**config.mk**
```make
export PLATFORM = sky130hd
export DESIGN_NAME = merger
export DESIGN_NICKNAME = d
export VERILOG_FILES = /design/src/rtl/merger_pkg.sv /design/src/rtl/merger.sv
export SDC_FILE = /design/constraint.sdc
export NUM_CORES = 1
export LEC_CHECK = 0
export CORE_MARGIN = 5
export CORE_UTILIZATION = 54
export DETAILED_ROUTE_END_ITERATION = 7
export PLACE_DENSITY = 0.78
export SYNTH_ARGS = -nofsm -noshare
export SYNTH_HDL_FRONTEND = slang
export SYNTH_SLANG_ARGS = --single-unit
```
**constraint.sdc**
```tcl
create_clock -name clk -period 10.9 [get_ports clk]
set_input_delay 2.18 -clock clk [delete_from_list [all_inputs] [get_ports clk]]
set_output_delay 2.18 -clock clk [all_outputs]
set_load 0.02 [all_outputs]
```
**src/rtl/merger_pkg.sv**
```systemverilog
// Shared constants and types for the beat-to-word merger.
package merger_pkg;

  localparam int MRG_DATA_W   = 32;
  localparam int MRG_BEAT_NUM = 4;

  // Source selected for the output register on a given cycle.
  typedef enum logic [1:0] {
    LOAD_NONE,
    LOAD_BEAT,
    LOAD_PEND
  } load_sel_e;

endpackage

```
**src/rtl/merger.sv**
```systemverilog
// Packs DATA_W beats into a BEAT_NUM-beat word with keep mask; a finished word that
// cannot leave yet is parked in the accumulator and input is stalled until it drains.
module merger
  import merger_pkg::*;
#(
  parameter int DATA_W   = MRG_DATA_W,
  parameter int BEAT_NUM = MRG_BEAT_NUM
) (
  input  logic                       clk,
  input  logic                       rst_n,
  input  logic [DATA_W-1:0]          bwd_data,
  input  logic                       bwd_vld,
  output logic                       bwd_rdy,
  input  logic                       bwd_last,
  output logic [DATA_W*BEAT_NUM-1:0] fwd_data,
  output logic [BEAT_NUM-1:0]        fwd_keep,
  output logic                       fwd_vld,
  input  logic                       fwd_rdy
);

  localparam int                 CNT_W   = $clog2(BEAT_NUM);
  localparam int                 WORD_W  = DATA_W * BEAT_NUM;
  localparam logic [CNT_W-1:0]   CNT_MAX = CNT_W'(BEAT_NUM - 1);

  logic [DATA_W-1:0]   acc_q [BEAT_NUM];
  logic [CNT_W-1:0]    cnt_q, cnt_d;
  logic                pend_q, pend_d;
  logic [BEAT_NUM-1:0] pkeep_q, pkeep_d;
  logic [WORD_W-1:0]   data_q;
  logic [BEAT_NUM-1:0] keep_q, keep_d;
  logic                vld_q, vld_d;

  logic                bwd_hsk, fwd_hsk, closing, out_free;
  logic [BEAT_NUM-1:0] keep_new;
  logic [WORD_W-1:0]   beat_word, pend_word;
  load_sel_e           load_sel;

  function automatic logic [BEAT_NUM-1:0] keep_mask(input logic [CNT_W-1:0] c);
    logic [BEAT_NUM-1:0] m;
    m = '0;
    for (int i = 0; i < BEAT_NUM; i++) begin
      m[i] = (i <= int'(c));
    end
    return m;
  endfunction

  assign bwd_rdy  = ~pend_q;
  assign bwd_hsk  = bwd_vld & bwd_rdy;
  assign fwd_hsk  = vld_q & fwd_rdy;
  assign out_free = ~vld_q | fwd_rdy;
  assign closing  = bwd_hsk & (bwd_last | (cnt_q == CNT_MAX));
  assign keep_new = keep_mask(cnt_q);

  // Word images: lanes outside the keep mask are forced to zero so stale acc never leaks.
  always_comb begin
    beat_word = '0;
    pend_word = '0;
    for (int i = 0; i < BEAT_NUM; i++) begin
      if (keep_new[i]) begin
        beat_word[i*DATA_W +: DATA_W] = (i == int'(cnt_q)) ? bwd_data : acc_q[i];
      end
      if (pkeep_q[i]) begin
        pend_word[i*DATA_W +: DATA_W] = acc_q[i];
      end
    end
  end

  always_comb begin
    load_sel = LOAD_NONE;
    cnt_d    = cnt_q;
    pend_d   = pend_q;
    pkeep_d  = pkeep_q;
    keep_d   = keep_q;
    vld_d    = vld_q;
    if (bwd_hsk) begin
      cnt_d = closing ? '0 : cnt_q + 1'b1;
    end
    if (pend_q) begin
      if (out_free) begin
        load_sel = LOAD_PEND;
        pend_d   = 1'b0;
        keep_d   = pkeep_q;
        vld_d    = 1'b1;
      end
    end else if (closing) begin
      if (out_free) begin
        load_sel = LOAD_BEAT;
        keep_d   = keep_new;
        vld_d    = 1'b1;
      end else begin
        pend_d  = 1'b1;
        pkeep_d = keep_new;
      end
    end else if (fwd_hsk) begin
      vld_d = 1'b0;
    end
  end

  always_ff @(posedge clk or negedge rst_n) begin
    if (!rst_n) begin
      cnt_q   <= '0;
      pend_q  <= 1'b0;
      pkeep_q <= '0;
      keep_q  <= '0;
      vld_q   <= 1'b0;
    end else begin
      cnt_q   <= cnt_d;
      pend_q  <= pend_d;
      pkeep_q <= pkeep_d;
      keep_q  <= keep_d;
      vld_q   <= vld_d;
    end
  end

  // Datapath storage carries no reset; contents only matter once fwd_vld is raised.
  always_ff @(posedge clk) begin
    if (bwd_hsk) begin
      acc_q[cnt_q] <= bwd_data;
    end
    case (load_sel)
      LOAD_BEAT: data_q <= beat_word;
      LOAD_PEND: data_q <= pend_word;
      default:   data_q <= data_q;
    endcase
  end

  assign fwd_data = data_q;
  assign fwd_keep = keep_q;
  assign fwd_vld  = vld_q;

endmodule

```
==> results by group, run 1 <==
Yosys
  • Top_reg_cell synth: edfxtp_1
  • Synth top area cells: edfxtp_1, mux2i_1, dfrtp_1
  • Post-synth top area share: 0.696
  • Async set or reset register ratio after synthesis: 0.0448
  • Yosys warnings: 0
  • Avg Cell Area, Syn: 15.6 sq um
  • Yosys cell types: 37
  • Post-Syn Area: 0.0110 sq mm
  • Syn_nets: 752
  • Post-synth EDFFs: 256
  • Synthesized instance count: 707
  • Synth Register Bits: 268
  • Leading area contributor after synthesis: edfxtp_1
  • Register area share after synthesis: 0.723

GRT
  • Initial antenna violation count: 0
  • Final global-route overflow total: 0
  • GRT Overall Usage: 0.222
  • Number of global-route vias before repair: 7,185
  • Global-route wire length before repair: 41,600 um
  • Largest net degree at the start of global routing: 102

Clock network
  • CTS Buf Count: 27
  • Root buffer cell: clkbuf_16
  • Sinks on Clock Net: 268
  • Clock Latency Late Sink: 0.52 ns
  • CTS Buffer Depth: 3
  • CTS resizes: 0
  • CTS tree: yes
  • Htree depth: 1
  • Clock slew at reported path FFs: 0.06 ns
  • Post-CTS Repair Setup Buffers: 0
  • # hold bufs at CTS: 0

Worst hold path
  • Hold Path Depth: 1
  • Hold WC Path Type: reg -> reg
  • Worst hold endpoint: pkeep_q[0]
  • HP Start: pkeep_q[0]

Timing
  • Setup TNS Final: 0 ns
  • Tmin final: 4.40 ns
  • Clock skew: 0.0109 ns
  • Slew margin rel.: 0.164
  • Hold Vio Cnt, Final: 0
  • Final period util: 0.404
  • RSZ-0062 raised after global routing: false
  • Worst-margin pin slew: 1.25 ns
  • Final setup fails: 0
  • Fmax: 227 MHz
  • Max-slew violation count: 0

Power and ir drop
  • Pleak: 4.74 nW
  • Register share of total power: 0.487
  • Net Sw Frac: 0.276
  • Max rail drop VDD: 145 uV
  • Combinational group share of total power: 0.198
  • Pint: 1.99 mW
  • Power Dens Cells: 200 mW/mm^2
  • Clock group share of total power: 0.315
  • NetSw: 0.759 mW

Worst setup path
  • CP endpoint kind: flip-flop
  • R2R cell count: 4
  • CP required: 11.03 ns
  • Critical Path AT: 4.53 ns
  • CP startpoint: bwd_vld
  • R2R Setup Slk: 7.39 ns
  • FF-to-FF End: fwd_data[70]
  • Kind of critical path: in -> reg
  • CP Max Fanout: 79
  • Worst reg2reg startpoint: pend_q
  • Worst setup SP type: input port

Cells and area
  • Fin nets: 895
  • Synth-to-layout area growth: 24.3%
  • Reg area: 0.00799 sq mm
  • Final design instance area without fill: 0.0137 sq mm
  • Area of the multi-input gates: 0.00269 sq mm
  • Filler Cells Inserted: 1,363
  • Share of layout cells above drive strength 1: 0.0725
  • Antenna diodes: 0

Detailed routing
  • Routed vias/inst: 6.21
  • Remaining antenna violation count after routing: 0
  • Drt drc: 0
  • DRT Pass-1 Iters: 6
  • Via count: 7,073
  • Wire per inst: 23.4 um
  • 1st-iter DRT viols: 854
  • Detailed Route WL: 26,700 um

Floorplan
  • Starting density of the core: 0.548
  • Core area: 0.0202 sq mm
  • Std cell rows: 52
  • Horiz. Die Dim: 153 um
  • Die Span Y: 153 um
  • Die area: 0.0234 sq mm
  • Ports: 171

Place
  • Placed inst area: 0.0129 sq mm
  • DP HPWL: 16,100 um
  • I/O Buffers: 170
  • GP Congestion: 0.768

Job
  • Max_cap viols: 0

Outcome
  • Status: complete, no violations
metal layers:
layer,wire (um),global-route usage,part of all wire,up-vias
met5,0,0,0,-
met4,462,0.0501,0.017,0
met3,2130,0.0373,0.080,44
met2,13000,0.367,0.49,366
met1,11100,0.315,0.41,3548
li1,-,-,-,3115
sequential cells by signal, summed over array words and instances (netlist names):
signal	flops
fwd_vld	1
pend_q	1
acc_q	128
cnt_q	2
pkeep_q	4
fwd_data	128
fwd_keep	4
metrics by stage:
step                       util  total power [mW]  worst slack (ns)  hold slack [ns]  std cells
after floorplan               -              1.67              1.10            0.425        707
after global placement    0.640              1.87              6.14            0.446       1091
after detailed placement  0.640              1.90              5.97            0.444       1091
after CTS                 0.681              2.76              6.51            0.463       1139
after global routing      0.681              2.85              6.40            0.482       1139
final                     0.681              2.75              6.50            0.472       1139
Yosys cell counts, types with 12 or more instances:
cell       instances
buf_2             21
o2bb2ai_1         32
inv_1             37
dfrtp_1           12
nand3_1           34
a22o_1            31
nand4_1           31
clkbuf_1          35
o211ai_1          31
edfxtp_1         256
o2111ai_1         31
o21ai_0           37
mux2i_1           65
kinds of logic after synthesis:
| kind of cell | after synthesis | share of synthesized area |
|---|---|---|
| AO/OA/AOI/OAI | 173 | 0.121 |
| multiplexers | 71 | 0.0650 |
| AND/OR/NAND/NOR | 86 | 0.0438 |
| buffers and inverters | 101 | 0.0381 |
| adder cells (fa/ha/maj) | 8 | 0.00906 |
| flip-flops | 268 | 0.723 |
layout by cell type (no fill, tap or decap), drive strengths merged, types with 2 or more instances in the layout:
cell type / netlist / final
o2bb2ai: 32 / 32
dfrtp: 12 / 12
o2111ai: 31 / 31
ha: 8 / 8
nand4: 31 / 31
bufinv: 0 / 2
nand3: 34 / 34
mux2: 6 / 6
clkbuf: 35 / 35
o211ai: 31 / 31
nor2: 3 / 3
inv: 38 / 38
buf: 28 / 7
o21ai: 38 / 38
clkinv: 0 / 10
nor2b: 2 / 2
edfxtp: 256 / 256
clkdlybuf4s50: 0 / 170
or2: 2 / 2
a21oi: 2 / 2
nand2: 4 / 4
nand2b: 3 / 3
and2: 4 / 4
a22o: 31 / 31
mux2i: 65 / 65
cell type report:
| cell class | instances | share of cell area |
|---|---|---|
| sequential | 268 | 0.582 |
| multi-input combinational | 338 | 0.196 |
| timing repair buffer | 177 | 0.128 |
| clock buffer | 35 | 0.0514 |
| tap | 270 | 0.0246 |
| inverter | 38 | 0.0104 |
| clock inverter | 13 | 0.00802 |
power by group through the flow:
| stage | combinational (mW) | sequential [mW] | clock [mW] |
|---|---|---|---|
| 2_1_floorplan | 0.260 | 1.41 | 0 |
| 3_3_place_gp | 0.520 | 1.35 | 0 |
| 3_5_place_dp | 0.543 | 1.36 | 0 |
| 4_1_cts | 0.546 | 1.34 | 0.877 |
| 5_1_grt | 0.581 | 1.35 | 0.918 |
| 6_report | 0.544 | 1.34 | 0.865 |
how the worst max path moves through the flow:
| stage | slack [ns] | to | depth (start not counted) |
|---|---|---|---|
| 3_5_place_dp | 5.97 | fwd_data[6] | 4 |
| 3_3_place_gp | 6.14 | fwd_data[40] | 4 |
| 5_1_grt | 6.40 | fwd_data[70] | 4 |
| 4_1_cts | 6.51 | fwd_data[72] | 4 |
| 2_1_floorplan | 1.10 | fwd_keep[1] | 4 |
| 6_report | 6.50 | fwd_data[70] | 4 |
critical path, cell delays in order:
cell and delay, ns:
clkdlybuf4s50_1 0.50, o21ai_0 0.19, a21oi_4 0.67, buf_4 0.86
No activity file was read; power rests on OpenSTA's default activity.
==> run 2, diff against run 1 <==
--- a/config.mk
+++ b/config.mk
@@ -6,9 +6,9 @@
 export NUM_CORES = 1
 export LEC_CHECK = 0
 export CORE_MARGIN = 5
-export CORE_UTILIZATION = 54
+export CORE_UTILIZATION = 49
 export DETAILED_ROUTE_END_ITERATION = 7
-export PLACE_DENSITY = 0.78
+export PLACE_DENSITY = 0.75
 export SYNTH_ARGS = -nofsm -noshare
 export SYNTH_HDL_FRONTEND = slang
 export SYNTH_SLANG_ARGS = --single-unit
==> constraint.sdc (replaced) <==
create_clock -name clk -period 3.95 [get_ports clk]
set_input_delay 0.79 -clock clk [delete_from_list [all_inputs] [get_ports clk]]
set_output_delay 0.79 -clock clk [all_outputs]
set_load 0.02 [all_outputs]
==> run 2 against run 1 <==
Compared with the run above:
- flip-flop and latch count stayed put
- core utilization down 6.3 points
- first-iteration DRC count shrank 6.2%
- clock skew down 0.0032 ns
- worst setup slack worse by 5.5 ns
- design area rose by 0.97%
- register-to-register slack got worse by 5.9 ns
- critical path type is now reg -> out
- sequential share of layout area fell by 0.56 points
- largest cell class unchanged
- combinational power grew to 2.8 times the previous value
- worst hold slack got worse by 0.0068 ns
- global-route usage decreased by 2.3 points
- via count shrank 2.6%
==> results by group, run 2 (same netlist as run 1, synthesis figures left out) <==
Place
  • I/O Buffers: 170
  • Post-place setup slack: 0.981 ns
  • GP Congestion: 0.800
  • DP HPWL: 15,900 um
  • Placed inst area: 0.0130 sq mm

Cells and area
  • Share of layout cells above drive strength 1: 0.0835
  • Commonest non-fill, non-tap cell in the layout: edfxtp_1
  • Filler Cells Inserted: 1,624
  • Most frequent cells in the layout: edfxtp_1, clkdlybuf4s50_1, mux2i_1, inv_1, o21ai_0
  • Fin nets: 899
  • Final design instance area without fill: 0.0139 sq mm
  • Synth-to-layout area growth: 25.5%
  • Antenna diodes: 0

Power and ir drop
  • NetSw: 2.13 mW
  • Pleak: 4.79 nW
  • Clock group share of total power: 0.330
  • Combinational group share of total power: 0.197
  • Power Dens Cells: 559 mW/mm^2
  • Register share of total power: 0.473
  • Max rail drop VDD: 351 uV
  • Power Total: 7.75 mW
  • Pint: 5.62 mW
  • Net Sw Frac: 0.275

Worst hold path
  • Hold Path Depth: 1
  • Worst hold endpoint: pkeep_q[0]
  • HP Start: pkeep_q[0]
  • Hold WC Path Type: reg -> reg

Clock network
  • CTS Buf Count: 27
  • Clock Latency Late Sink: 0.53 ns
  • # hold bufs at CTS: 0
  • Clock slew at reported path FFs: 0.07 ns
  • CTS resizes: 0
  • Post-CTS Repair Setup Buffers: 0
  • CTS tree: yes
  • Sinks on Clock Net: 268
  • CTS Buffer Depth: 3
  • Htree depth: 1
  • Root buffer cell: clkbuf_16

Floorplan
  • Core area: 0.0224 sq mm
  • Ports: 171
  • Horiz. Die Dim: 160 um
  • Std cell rows: 55
  • Die Span Y: 160 um
  • Die area: 0.0256 sq mm
  • Starting density of the core: 0.492

Detailed routing
  • Routed vias/inst: 5.95
  • Drt drc: 0
  • Via count: 6,892
  • Remaining antenna violation count after routing: 0
  • Wire per inst: 22.7 um
  • Detailed Route WL: 26,300 um
  • 1st-iter DRT viols: 801
  • DRT Pass-1 Iters: 6

GRT
  • Initial antenna violation count: 0
  • GRT Overall Usage: 0.199
  • Global-route wire length before repair: 40,400 um
  • Largest net degree at the start of global routing: 75
  • Number of global-route vias before repair: 6,695
  • Final global-route overflow total: 0

Worst setup path
  • Kind of critical path: reg -> out
  • FF-to-FF End: acc_q[3][14]
  • CP required: 3.16 ns
  • Critical Path AT: 2.18 ns
  • CP Max Fanout: 33
  • CP endpoint kind: primary output
  • R2R cell count: 3
  • Worst reg2reg startpoint: pend_q
  • Worst setup SP type: flip-flop
  • R2R Setup Slk: 1.50 ns

Timing
  • Max-slew violation count: 0
  • Fmax: 337 MHz
  • Clock skew: 0.00765 ns
  • Setup TNS Final: 0 ns
  • Worst-margin pin slew: 1.27 ns
  • Final period util: 0.752
  • RSZ-0062 raised after global routing: false
  • Setup ws final: 0.981 ns
  • Slew margin rel.: 0.150
  • Tmin final: 2.97 ns
  • Final setup fails: 0
  • Hold Vio Cnt, Final: 0

Job
  • Max_cap viols: 0

Outcome
  • Status: complete, no violations
==> run 2: power groups by stage <==
stage          clock [mW]  sequential, mW  combinational (mW)
2_1_floorplan           0            3.87               0.719
3_5_place_dp            0            3.72                1.53
3_3_place_gp            0            3.71                1.51
4_1_cts              2.59            3.66                1.54
6_report             2.56            3.66                1.53
5_1_grt              2.72            3.69                1.63
==> run 2: through the flow <==
| stage | utilization | instances | hold WS (ns) |
|---|---|---|---|
| detailed placement | 0.579 | 1110 | 0.446 |
| global route | 0.618 | 1159 | 0.531 |
| global placement | 0.579 | 1110 | 0.442 |
| finish | 0.618 | 1159 | 0.465 |
| CTS | 0.618 | 1159 | 0.461 |
| floorplan | - | 707 | 0.425 |
==> run 2: layout make-up <==
| type | instances | area [sq um] | area share |
|---|---|---|---|
| Sequential cell | 268 | 7990 | 0.576 |
| Inverter | 38 | 143 | 0.0103 |
| Tap cell | 285 | 357 | 0.0257 |
| Multi-Input combinational cell | 338 | 2700 | 0.194 |
| Clock buffer | 30 | 687 | 0.0495 |
| Clock inverter | 19 | 198 | 0.0143 |
| Timing Repair Buffer | 181 | 1800 | 0.130 |
==> run 2: worst max-delay path by stage <==
stage	to	slack (ns)	cells past startpoint	from
6_report	bwd_rdy	0.98	2	pend_q
5_1_grt	bwd_rdy	0.90	2	pend_q
4_1_cts	bwd_rdy	0.98	2	pend_q
3_5_place_dp	acc_q[1][21]	0.98	3	bwd_vld
3_3_place_gp	acc_q[1][21]	1.10	3	bwd_vld
2_1_floorplan	fwd_keep[1]	0.22	4	fwd_rdy
==> run 2: per-layer routing <==
layer | part of all wire | up-vias | track usage
met2 | 0.49 | 298 | 0.318
met5 | 0 | - | 0
met3 | 0.079 | 31 | 0.0423
met1 | 0.42 | 3433 | 0.283
li1 | - | 3130 | -
met4 | 0.016 | 0 | 0.0489
==> run 2: critical path: stages (launching register included) <==
cell,delay [ns]
dfrtp_2,0.40
inv_2,0.48
clkdlybuf4s50_1,0.75
